$ cat src/rtl/writeback_stage_if.sv
// Shared types and the bundle/commit interface between the memory stage and the writeback stage.
// The type package sits ahead of the interface because both the interface and the stage use it.
package writeback_stage_pkg;

    typedef enum logic [2:0] {
        EXCEPTION_NONE       = 3'd0,
        EXCEPTION_OVERFLOW   = 3'd1,
        EXCEPTION_ILLEGAL    = 3'd2,
        EXCEPTION_ADDR_LOAD  = 3'd3,
        EXCEPTION_ADDR_STORE = 3'd4
    } exception_t;

    typedef struct packed {
        logic reg_write;
        logic syscall;
    } wb_ctrl_t;

    typedef struct packed {
        logic        valid0;
        logic [31:0] instr_id0;
        logic [31:0] pc0;
        wb_ctrl_t    ctrl0;
        logic [4:0]  reg_write_addr0;
        logic [31:0] reg_write_data0;
        exception_t  exception0;
        logic        valid1;
        logic [31:0] instr_id1;
        logic [31:0] pc1;
        wb_ctrl_t    ctrl1;
        logic [4:0]  reg_write_addr1;
        logic [31:0] reg_write_data1;
        exception_t  exception1;
    } MEM_WB_Register;

endpackage

interface writeback_stage_if
    import writeback_stage_pkg::*;
#(
    parameter int CNT_W = 32
) ();

    MEM_WB_Register   mem_wb_reg;
    logic             exc_ack;
    logic             rf_we0;
    logic [4:0]       rf_waddr0;
    logic [31:0]      rf_wdata0;
    logic             rf_we1;
    logic [4:0]       rf_waddr1;
    logic [31:0]      rf_wdata1;
    logic             exc_flush;
    logic [31:0]      exc_epc;
    exception_t       exc_cause;
    logic             halted;
    logic [CNT_W-1:0] retired_cnt;

    modport master (
        output mem_wb_reg, exc_ack,
        input  rf_we0, rf_waddr0, rf_wdata0, rf_we1, rf_waddr1, rf_wdata1,
        input  exc_flush, exc_epc, exc_cause, halted, retired_cnt
    );

    modport slave (
        input  mem_wb_reg, exc_ack,
        output rf_we0, rf_waddr0, rf_wdata0, rf_we1, rf_waddr1, rf_wdata1,
        output exc_flush, exc_epc, exc_cause, halted, retired_cnt
    );

endinterface

$ cat src/rtl/writeback_stage.sv
// Dual-issue writeback: in-order retire of slot 0/1 with precise exceptions, EPC/cause capture and SYSCALL halt.
// Optional WB_COMMIT_TRACE_EN adds a commit trace printout and registered trace_valid/trace_id0/trace_id1 outputs.
//
// state | meaning
// RUN   | commits allowed; exceptions and SYSCALL are detected here
// EXC   | exception latched, flush issued; waiting for exc_ack
// HALT  | SYSCALL retired; core stopped until reset
module writeback_stage
    import writeback_stage_pkg::*;
#(
    parameter int CNT_W = 32,
    parameter int ID_W  = 32
) (
    input  logic             clk,
    input  logic             rst,
`ifdef WB_COMMIT_TRACE_EN
    output logic [1:0]       trace_valid,
    output logic [ID_W-1:0]  trace_id0,
    output logic [ID_W-1:0]  trace_id1,
`endif
    writeback_stage_if.slave wb
);

    typedef enum logic [1:0] {
        RUN  = 2'd0,
        EXC  = 2'd1,
        HALT = 2'd2
    } wb_state_t;

    wb_state_t        state_q;
    wb_state_t        state_d;

    logic             in_run;
    logic             exc0_pending;
    logic             exc1_pending;
    logic             commit0;
    logic             commit1;
    logic             take_exc0;
    logic             take_exc1;
    logic             take_exc;
    logic             take_halt;
    logic             we0_raw;
    logic             we1_raw;
    logic             same_dst;
    logic [31:0]      exc_pc_sel;
    exception_t       exc_cause_sel;
    logic [CNT_W-1:0] retire_inc;

    logic             exc_flush_q;
    logic [31:0]      exc_epc_q;
    exception_t       exc_cause_q;
    logic             halted_q;
    logic [CNT_W-1:0] retired_cnt_q;

    // Commit and exception qualification for the current bundle.
    always_comb begin
        in_run       = (state_q == RUN);
        exc0_pending = wb.mem_wb_reg.valid0 && (wb.mem_wb_reg.exception0 != EXCEPTION_NONE);
        exc1_pending = wb.mem_wb_reg.valid1 && (wb.mem_wb_reg.exception1 != EXCEPTION_NONE);

        commit0   = in_run && wb.mem_wb_reg.valid0 && !exc0_pending;
        // A committed SYSCALL in slot 0 stops the younger slot as well.
        commit1   = commit0 && !wb.mem_wb_reg.ctrl0.syscall
                    && wb.mem_wb_reg.valid1 && !exc1_pending;

        take_exc0 = in_run && exc0_pending;
        take_exc1 = commit0 && !wb.mem_wb_reg.ctrl0.syscall && exc1_pending;
        take_exc  = take_exc0 || take_exc1;
        take_halt = (commit0 && wb.mem_wb_reg.ctrl0.syscall)
                    || (commit1 && wb.mem_wb_reg.ctrl1.syscall);

        exc_pc_sel    = 32'd0;
        exc_cause_sel = EXCEPTION_NONE;
        if (take_exc0) begin
            exc_pc_sel    = wb.mem_wb_reg.pc0;
            exc_cause_sel = wb.mem_wb_reg.exception0;
        end else if (take_exc1) begin
            exc_pc_sel    = wb.mem_wb_reg.pc1;
            exc_cause_sel = wb.mem_wb_reg.exception1;
        end

        retire_inc = {{(CNT_W-1){1'b0}}, commit0} + {{(CNT_W-1){1'b0}}, commit1};
    end

    // Register-file ports; when both slots hit the same register the younger slot wins.
    always_comb begin
        we0_raw  = commit0 && wb.mem_wb_reg.ctrl0.reg_write && (wb.mem_wb_reg.reg_write_addr0 != 5'd0);
        we1_raw  = commit1 && wb.mem_wb_reg.ctrl1.reg_write && (wb.mem_wb_reg.reg_write_addr1 != 5'd0);
        same_dst = (wb.mem_wb_reg.reg_write_addr0 == wb.mem_wb_reg.reg_write_addr1);

        wb.rf_we0    = rst && we0_raw && !(we1_raw && same_dst);
        wb.rf_we1    = rst && we1_raw;
        wb.rf_waddr0 = wb.mem_wb_reg.reg_write_addr0;
        wb.rf_wdata0 = wb.mem_wb_reg.reg_write_data0;
        wb.rf_waddr1 = wb.mem_wb_reg.reg_write_addr1;
        wb.rf_wdata1 = wb.mem_wb_reg.reg_write_data1;
    end

    always_ff @(posedge clk or negedge rst) begin
        if (!rst) begin
            state_q <= RUN;
        end else begin
            state_q <= state_d;
        end
    end

    always_comb begin
        state_d = state_q;
        unique case (state_q)
            RUN: begin
                if (take_exc) begin
                    state_d = EXC;
                end else if (take_halt) begin
                    state_d = HALT;
                end
            end
            EXC: begin
                if (wb.exc_ack) begin
                    state_d = RUN;
                end
            end
            HALT: begin
                state_d = HALT;
            end
            default: begin
                state_d = RUN;
            end
        endcase
    end

    // Architectural retire/exception state; EPC and cause hold until the next exception or reset.
    always_ff @(posedge clk or negedge rst) begin
        if (!rst) begin
            exc_flush_q   <= 1'b0;
            exc_epc_q     <= 32'd0;
            exc_cause_q   <= EXCEPTION_NONE;
            halted_q      <= 1'b0;
            retired_cnt_q <= '0;
        end else begin
            exc_flush_q   <= take_exc;
            if (take_exc) begin
                exc_epc_q   <= exc_pc_sel;
                exc_cause_q <= exc_cause_sel;
            end
            if (take_halt) begin
                halted_q <= 1'b1;
            end
            retired_cnt_q <= retired_cnt_q + retire_inc;
        end
    end

    assign wb.exc_flush   = exc_flush_q;
    assign wb.exc_epc     = exc_epc_q;
    assign wb.exc_cause   = exc_cause_q;
    assign wb.halted      = halted_q;
    assign wb.retired_cnt = retired_cnt_q;

`ifdef WB_COMMIT_TRACE_EN
    always_ff @(posedge clk or negedge rst) begin
        if (!rst) begin
            trace_valid <= 2'b00;
            trace_id0   <= '0;
            trace_id1   <= '0;
        end else begin
            trace_valid <= {commit1, commit0};
            trace_id0   <= commit0 ? ID_W'(wb.mem_wb_reg.instr_id0) : '0;
            trace_id1   <= commit1 ? ID_W'(wb.mem_wb_reg.instr_id1) : '0;
        end
    end

    // Simulation-only commit log, slot 0 printed before slot 1.
    always @(posedge clk) begin
        if (rst && commit0) begin
            if (wb.rf_we0) begin
                $display("wb commit s0 id=%0h pc=%08h r%0d=%08h", wb.mem_wb_reg.instr_id0,
                         wb.mem_wb_reg.pc0, wb.mem_wb_reg.reg_write_addr0, wb.mem_wb_reg.reg_write_data0);
            end else begin
                $display("wb commit s0 id=%0h pc=%08h", wb.mem_wb_reg.instr_id0, wb.mem_wb_reg.pc0);
            end
        end
        if (rst && commit1) begin
            if (wb.rf_we1) begin
                $display("wb commit s1 id=%0h pc=%08h r%0d=%08h", wb.mem_wb_reg.instr_id1,
                         wb.mem_wb_reg.pc1, wb.mem_wb_reg.reg_write_addr1, wb.mem_wb_reg.reg_write_data1);
            end else begin
                $display("wb commit s1 id=%0h pc=%08h", wb.mem_wb_reg.instr_id1, wb.mem_wb_reg.pc1);
            end
        end
    end
`else
    // Instruction IDs only feed the trace; fold them away when it is not built.
    logic unused_instr_id;
    assign unused_instr_id = ^{ID_W'(wb.mem_wb_reg.instr_id0), ID_W'(wb.mem_wb_reg.instr_id1)};
`endif

endmodule

$ cat src/flat_wrapper.sv
// flat-port wrapper written by rule: the top's interface ports become plain ports
module writeback_stage_flat import writeback_stage_pkg::*;
#(
    parameter int CNT_W = 32,
    parameter int ID_W  = 32
)
  (clk, rst, wb_mem_wb_reg, wb_exc_ack, wb_rf_we0, wb_rf_waddr0, wb_rf_wdata0, wb_rf_we1, wb_rf_waddr1, wb_rf_wdata1, wb_exc_flush, wb_exc_epc, wb_exc_cause, wb_halted, wb_retired_cnt);
  writeback_stage_if #(.CNT_W(CNT_W)) wb_i ();
  input  logic clk;
  input  logic rst;
  input wire logic [$bits(wb_i.mem_wb_reg)-1:0] wb_mem_wb_reg;
  input wire logic [$bits(wb_i.exc_ack)-1:0] wb_exc_ack;
  output wire logic [$bits(wb_i.rf_we0)-1:0] wb_rf_we0;
  output wire logic [$bits(wb_i.rf_waddr0)-1:0] wb_rf_waddr0;
  output wire logic [$bits(wb_i.rf_wdata0)-1:0] wb_rf_wdata0;
  output wire logic [$bits(wb_i.rf_we1)-1:0] wb_rf_we1;
  output wire logic [$bits(wb_i.rf_waddr1)-1:0] wb_rf_waddr1;
  output wire logic [$bits(wb_i.rf_wdata1)-1:0] wb_rf_wdata1;
  output wire logic [$bits(wb_i.exc_flush)-1:0] wb_exc_flush;
  output wire logic [$bits(wb_i.exc_epc)-1:0] wb_exc_epc;
  output wire logic [$bits(wb_i.exc_cause)-1:0] wb_exc_cause;
  output wire logic [$bits(wb_i.halted)-1:0] wb_halted;
  output wire logic [$bits(wb_i.retired_cnt)-1:0] wb_retired_cnt;
  assign wb_i.mem_wb_reg = wb_mem_wb_reg;
  assign wb_i.exc_ack = wb_exc_ack;
  assign wb_rf_we0 = wb_i.rf_we0;
  assign wb_rf_waddr0 = wb_i.rf_waddr0;
  assign wb_rf_wdata0 = wb_i.rf_wdata0;
  assign wb_rf_we1 = wb_i.rf_we1;
  assign wb_rf_waddr1 = wb_i.rf_waddr1;
  assign wb_rf_wdata1 = wb_i.rf_wdata1;
  assign wb_exc_flush = wb_i.exc_flush;
  assign wb_exc_epc = wb_i.exc_epc;
  assign wb_exc_cause = wb_i.exc_cause;
  assign wb_halted = wb_i.halted;
  assign wb_retired_cnt = wb_i.retired_cnt;
  writeback_stage #(.CNT_W(CNT_W), .ID_W(ID_W)) u_core (.clk(clk), .rst(rst), .wb(wb_i));
endmodule
$ cat config.mk
export PLATFORM = sky130hd
export DESIGN_NAME = writeback_stage_flat
export DESIGN_NICKNAME = d
export VERILOG_FILES = /design/src/rtl/writeback_stage_if.sv /design/src/rtl/writeback_stage.sv /design/src/flat_wrapper.sv
export SDC_FILE = /design/constraint.sdc
export NUM_CORES = 1
export LEC_CHECK = 0
export BUFFER_PORTS_ARGS = -buffer_cell sky130_fd_sc_hd__buf_2
export CORE_AREA = 2 2 141 143
export CTS_CLUSTER_DIAMETER = 40
export DETAILED_ROUTE_END_ITERATION = 7
export DIE_AREA = 0 0 143 145
export PLACE_DENSITY = 0.56
export SYNTH_ARGS = -nofsm -noshare
export SYNTH_HDL_FRONTEND = slang
export SYNTH_SLANG_ARGS = --single-unit
$ cat constraint.sdc
create_clock -name clk -period 5.55 [get_ports clk]
set_clock_uncertainty 0.15 [all_clocks]
set_input_delay 0.555 -clock clk [delete_from_list [all_inputs] [get_ports clk]]
set_output_delay 0.555 -clock clk [all_outputs]
set_load 0.005 [all_outputs]
==> flow_metrics.env <==
export IMPL_first_pass_iters=4
export IMPL_clkTransAtPathRegs_ns=0.06
export IMPL_r2r_cells=11
export IMPL_initial_utilization_pct=20.5
export IMPL_syn_avg_cell_area_um2=9.31
export IMPL_overflow=0
export IMPL_syn_num_nets=643
export IMPL_regToRegSetupSlack_ns=2.03
export IMPL_maxSlewViolCount=0
export IMPL_cts_resized=0
export IMPL_grt_max_degree=65
export IMPL_cp_data_required_time_ns=5.63
export IMPL_dr_first_iter_drc_count=145
export IMPL_hold_ws_ns=0.00703
export IMPL_ys_ff_latch=71
export IMPL_fin_nets=740
export IMPL_crit_path_cell_trace="nor3b_4, and3_1, and2_1, ha_1, ha_1, inv_1, fa_1, nand3b_1, nor4_4, nand4_1, xnor2_1"
export IMPL_hold_class="input pin to async pin"
export IMPL_vias=3157
export IMPL_antenna_found_initial=0
export IMPL_via_per_inst=4.00
export IMPL_utilization_pct=25.1
export IMPL_grt_pass1_vias=2978
export IMPL_die_area_um2=20700
export IMPL_finalWeightedCongestion=0.756
export IMPL_outcome="complete, no violations"
export IMPL_placementRows=51
export IMPL_postCtsSetupBuffers=0
export IMPL_grt_pass1_wl_mm=15.9
export IMPL_core_um2=19200
export IMPL_yosys_cell_types_count=39
export IMPL_drive_gt1_share_pct=37.2
export IMPL_postCtsHoldBufs=0
export IMPL_finalSetupViolCount=0
export IMPL_fp_dieH_um=145
export IMPL_yosys_area_top_type_share_pct=45.2
export IMPL_io_pins=362
export IMPL_dp_hpwl_mm=7.48
export IMPL_syn_instance_count=422
export IMPL_wl_mm=10.3
export IMPL_worst_path_largest_cell_delay_ns=0.58
export IMPL_ctsLongestPathBuffers=2
export IMPL_ys_top_cells_by_area="dfrtp_1 (45%), buf_4 (14%), nand2_1 (7.3%), xnor2_1 (6.7%), a31oi_1 (5.3%)"
export IMPL_insertion_delay_ns=0.34
export IMPL_critPathKind="flip-flop to flip-flop"
export IMPL_leakage_nw=2.37
export IMPL_peakVddDrop_uv=159
export IMPL_place_ws_ns=1.70
export IMPL_yosysTopAreaCell="dfrtp_1"
export IMPL_cts_sinks=71
export IMPL_fin_crit_sh_pct=63.5
export IMPL_setup_tns_ns=0
export IMPL_synthToLayoutAreaGrowth_pct=22.8
export IMPL_slowest_stage="nor4_4"
export IMPL_clockRootBuffer="clkbuf_16"
export IMPL_htree_levels=3
export IMPL_die_x_um=143
export IMPL_period_minus_slack_ns=3.52
export IMPL_cts_buffers=9
export IMPL_setup_ws_ns=2.03
export IMPL_drv_cap=0
export IMPL_worstSetupEndpointType="flip-flop"
export IMPL_r2r_end="u_core.wb.retired_cnt[28]"
export IMPL_hold_violations=0
export IMPL_antenna_cells=0
export IMPL_timing_rr_start="u_core.state_q[0]"
export IMPL_crit_arrival_ns=3.60
export IMPL_drc=0
export IMPL_wl_per_cell_um=13.1
export IMPL_relSlewSlack_pct=52.0
export IMPL_syn_area_um2=3930
export IMPL_max_freq_mhz=284
export IMPL_yosys_warnings=0
export IMPL_synth_seq_area_share_pct=45.2
export IMPL_critPathLaunchType="flip-flop"
export IMPL_tightest_slew_ns=0.714
export IMPL_rsz0062_at_grt="no"
export IMPL_cts_tree="done"
export IMPL_port_buffers=169
export IMPL_grt_usage_pct=9.98
export IMPL_crit_top_cell="ha_1"
export IMPL_antenna_left=0
export IMPL_cp_max_fo=9
export IMPL_pwr_density_cell_nw_per_um2=326
## registers in the layout, indices dropped and copies added, names as in the netlist
signal                 flops
u_core.wb.retired_cnt     32
u_core.wb.exc_epc         32
u_core.wb.exc_flush        1
u_core.state_q             2
u_core.wb.exc_cause        3
u_core.wb.halted           1
## cell usage after synthesis (all sizes together)
cell	instances
or3	2
dfrtp	71
inv	11
o2111a	1
o21ai	3
a21boi	1
and2	3
a31oi	33
nand3	10
xor2	5
nand2	76
o21bai	2
clkbuf	4
o2111ai	1
nand2b	1
nor2	38
nor2b	1
or4	2
ha	3
a22oi	3
fa	1
and3	5
nand4	15
a21o	1
nand3b	1
nor4	5
a21oi	2
buf	83
and4	2
nor3	4
xnor2	30
nor3b	2
## routing by layer
metal | up-vias | part of all wire [%] | GRT usage [%]
met5 | - | 0 | 0
met4 | 0 | 1.8 | 4.26
met3 | 16 | 5.3 | 3.00
met2 | 109 | 50 | 16.4
met1 | 1492 | 43 | 12.0
li1 | 1540 | - | -
## critical path: cells and delay by family (launching register included)
family / cells / cell delay [ns]
xor+xnor: 1 / 0.16
fa+ha+maj: 3 / 0.70
buf+inv: 1 / 0.06
flops: 1 / 0.42
simple gates: 6 / 1.94
## cells by family (layout without fill, tap and decap cells)
kind of cell | after synthesis | count (layout) | share of synthesized area, %
AND/OR/NAND/NOR | 167 | 167 | 20.5
flip-flops | 71 | 71 | 45.2
XOR/XNOR | 35 | 35 | 7.80
buffers and inverters | 98 | 200 | 17.3
adder cells (fa/ha/maj) | 4 | 4 | 1.46
AO/OA/AOI/OAI | 47 | 47 | 7.74
## per-stage QoR
stage,cells,area (um2),total power [mW]
final,789,4830,1.57
after global routing,789,4830,1.68
after CTS,789,4830,1.61
after detailed placement,773,4510,0.955
after global placement,773,4510,0.951
after floorplan,422,3930,0.825
## layout by cell type (no fill, tap or decap), types with 2 or more instances in the layout
cell type   instances
or4_1               2
xor2_1              5
nor2_1             38
nand4_1            14
clkinvlp_4          2
nand2_1            75
o21bai_1            2
inv_1              11
xnor2_1            30
and4_1              2
buf_2             168
bufinv_16           2
or3_1               2
and2_1              3
buf_4               5
inv_6               2
a22oi_1             3
a31oi_1            33
nand3_1             9
a21oi_1             2
dfrtp_1            71
ha_1                3
clkbuf_16           9
nor3_1              4
nor4_4              2
o21ai_0             3
and3_1              4
nor4_1              3
## worst max-delay path by stage
stage / start / depth (start not counted) / end
3_3_place_gp: wb_mem_wb_reg[108] / 12 / u_core.wb.retired_cnt[28]
6_report: u_core.state_q[0] / 11 / u_core.wb.retired_cnt[28]
2_1_floorplan: wb_mem_wb_reg[108] / 11 / u_core.wb.retired_cnt[28]
4_1_cts: u_core.state_q[0] / 11 / u_core.wb.retired_cnt[28]
3_5_place_dp: wb_mem_wb_reg[108] / 12 / u_core.wb.retired_cnt[28]
5_1_grt: u_core.state_q[0] / 11 / u_core.wb.retired_cnt[28]
## cell type report
type,count,area (um2)
Tap cell,265,332
Clock buffer,10,229
Inverter,11,41.3
Fill cell,2100,14400
Clock inverter,6,92.6
Timing Repair Buffer,173,878
Sequential cell,71,1780
Multi-Input combinational cell,253,1480
## report_power, final
group,leakage [nW],internal (mW),switching [mW]
Clock,0.150,0.397,0.238
Combinational,1.35,0.137,0.146
Sequential,0.873,0.604,0.0498
Power figures use the tool's default switching activity.
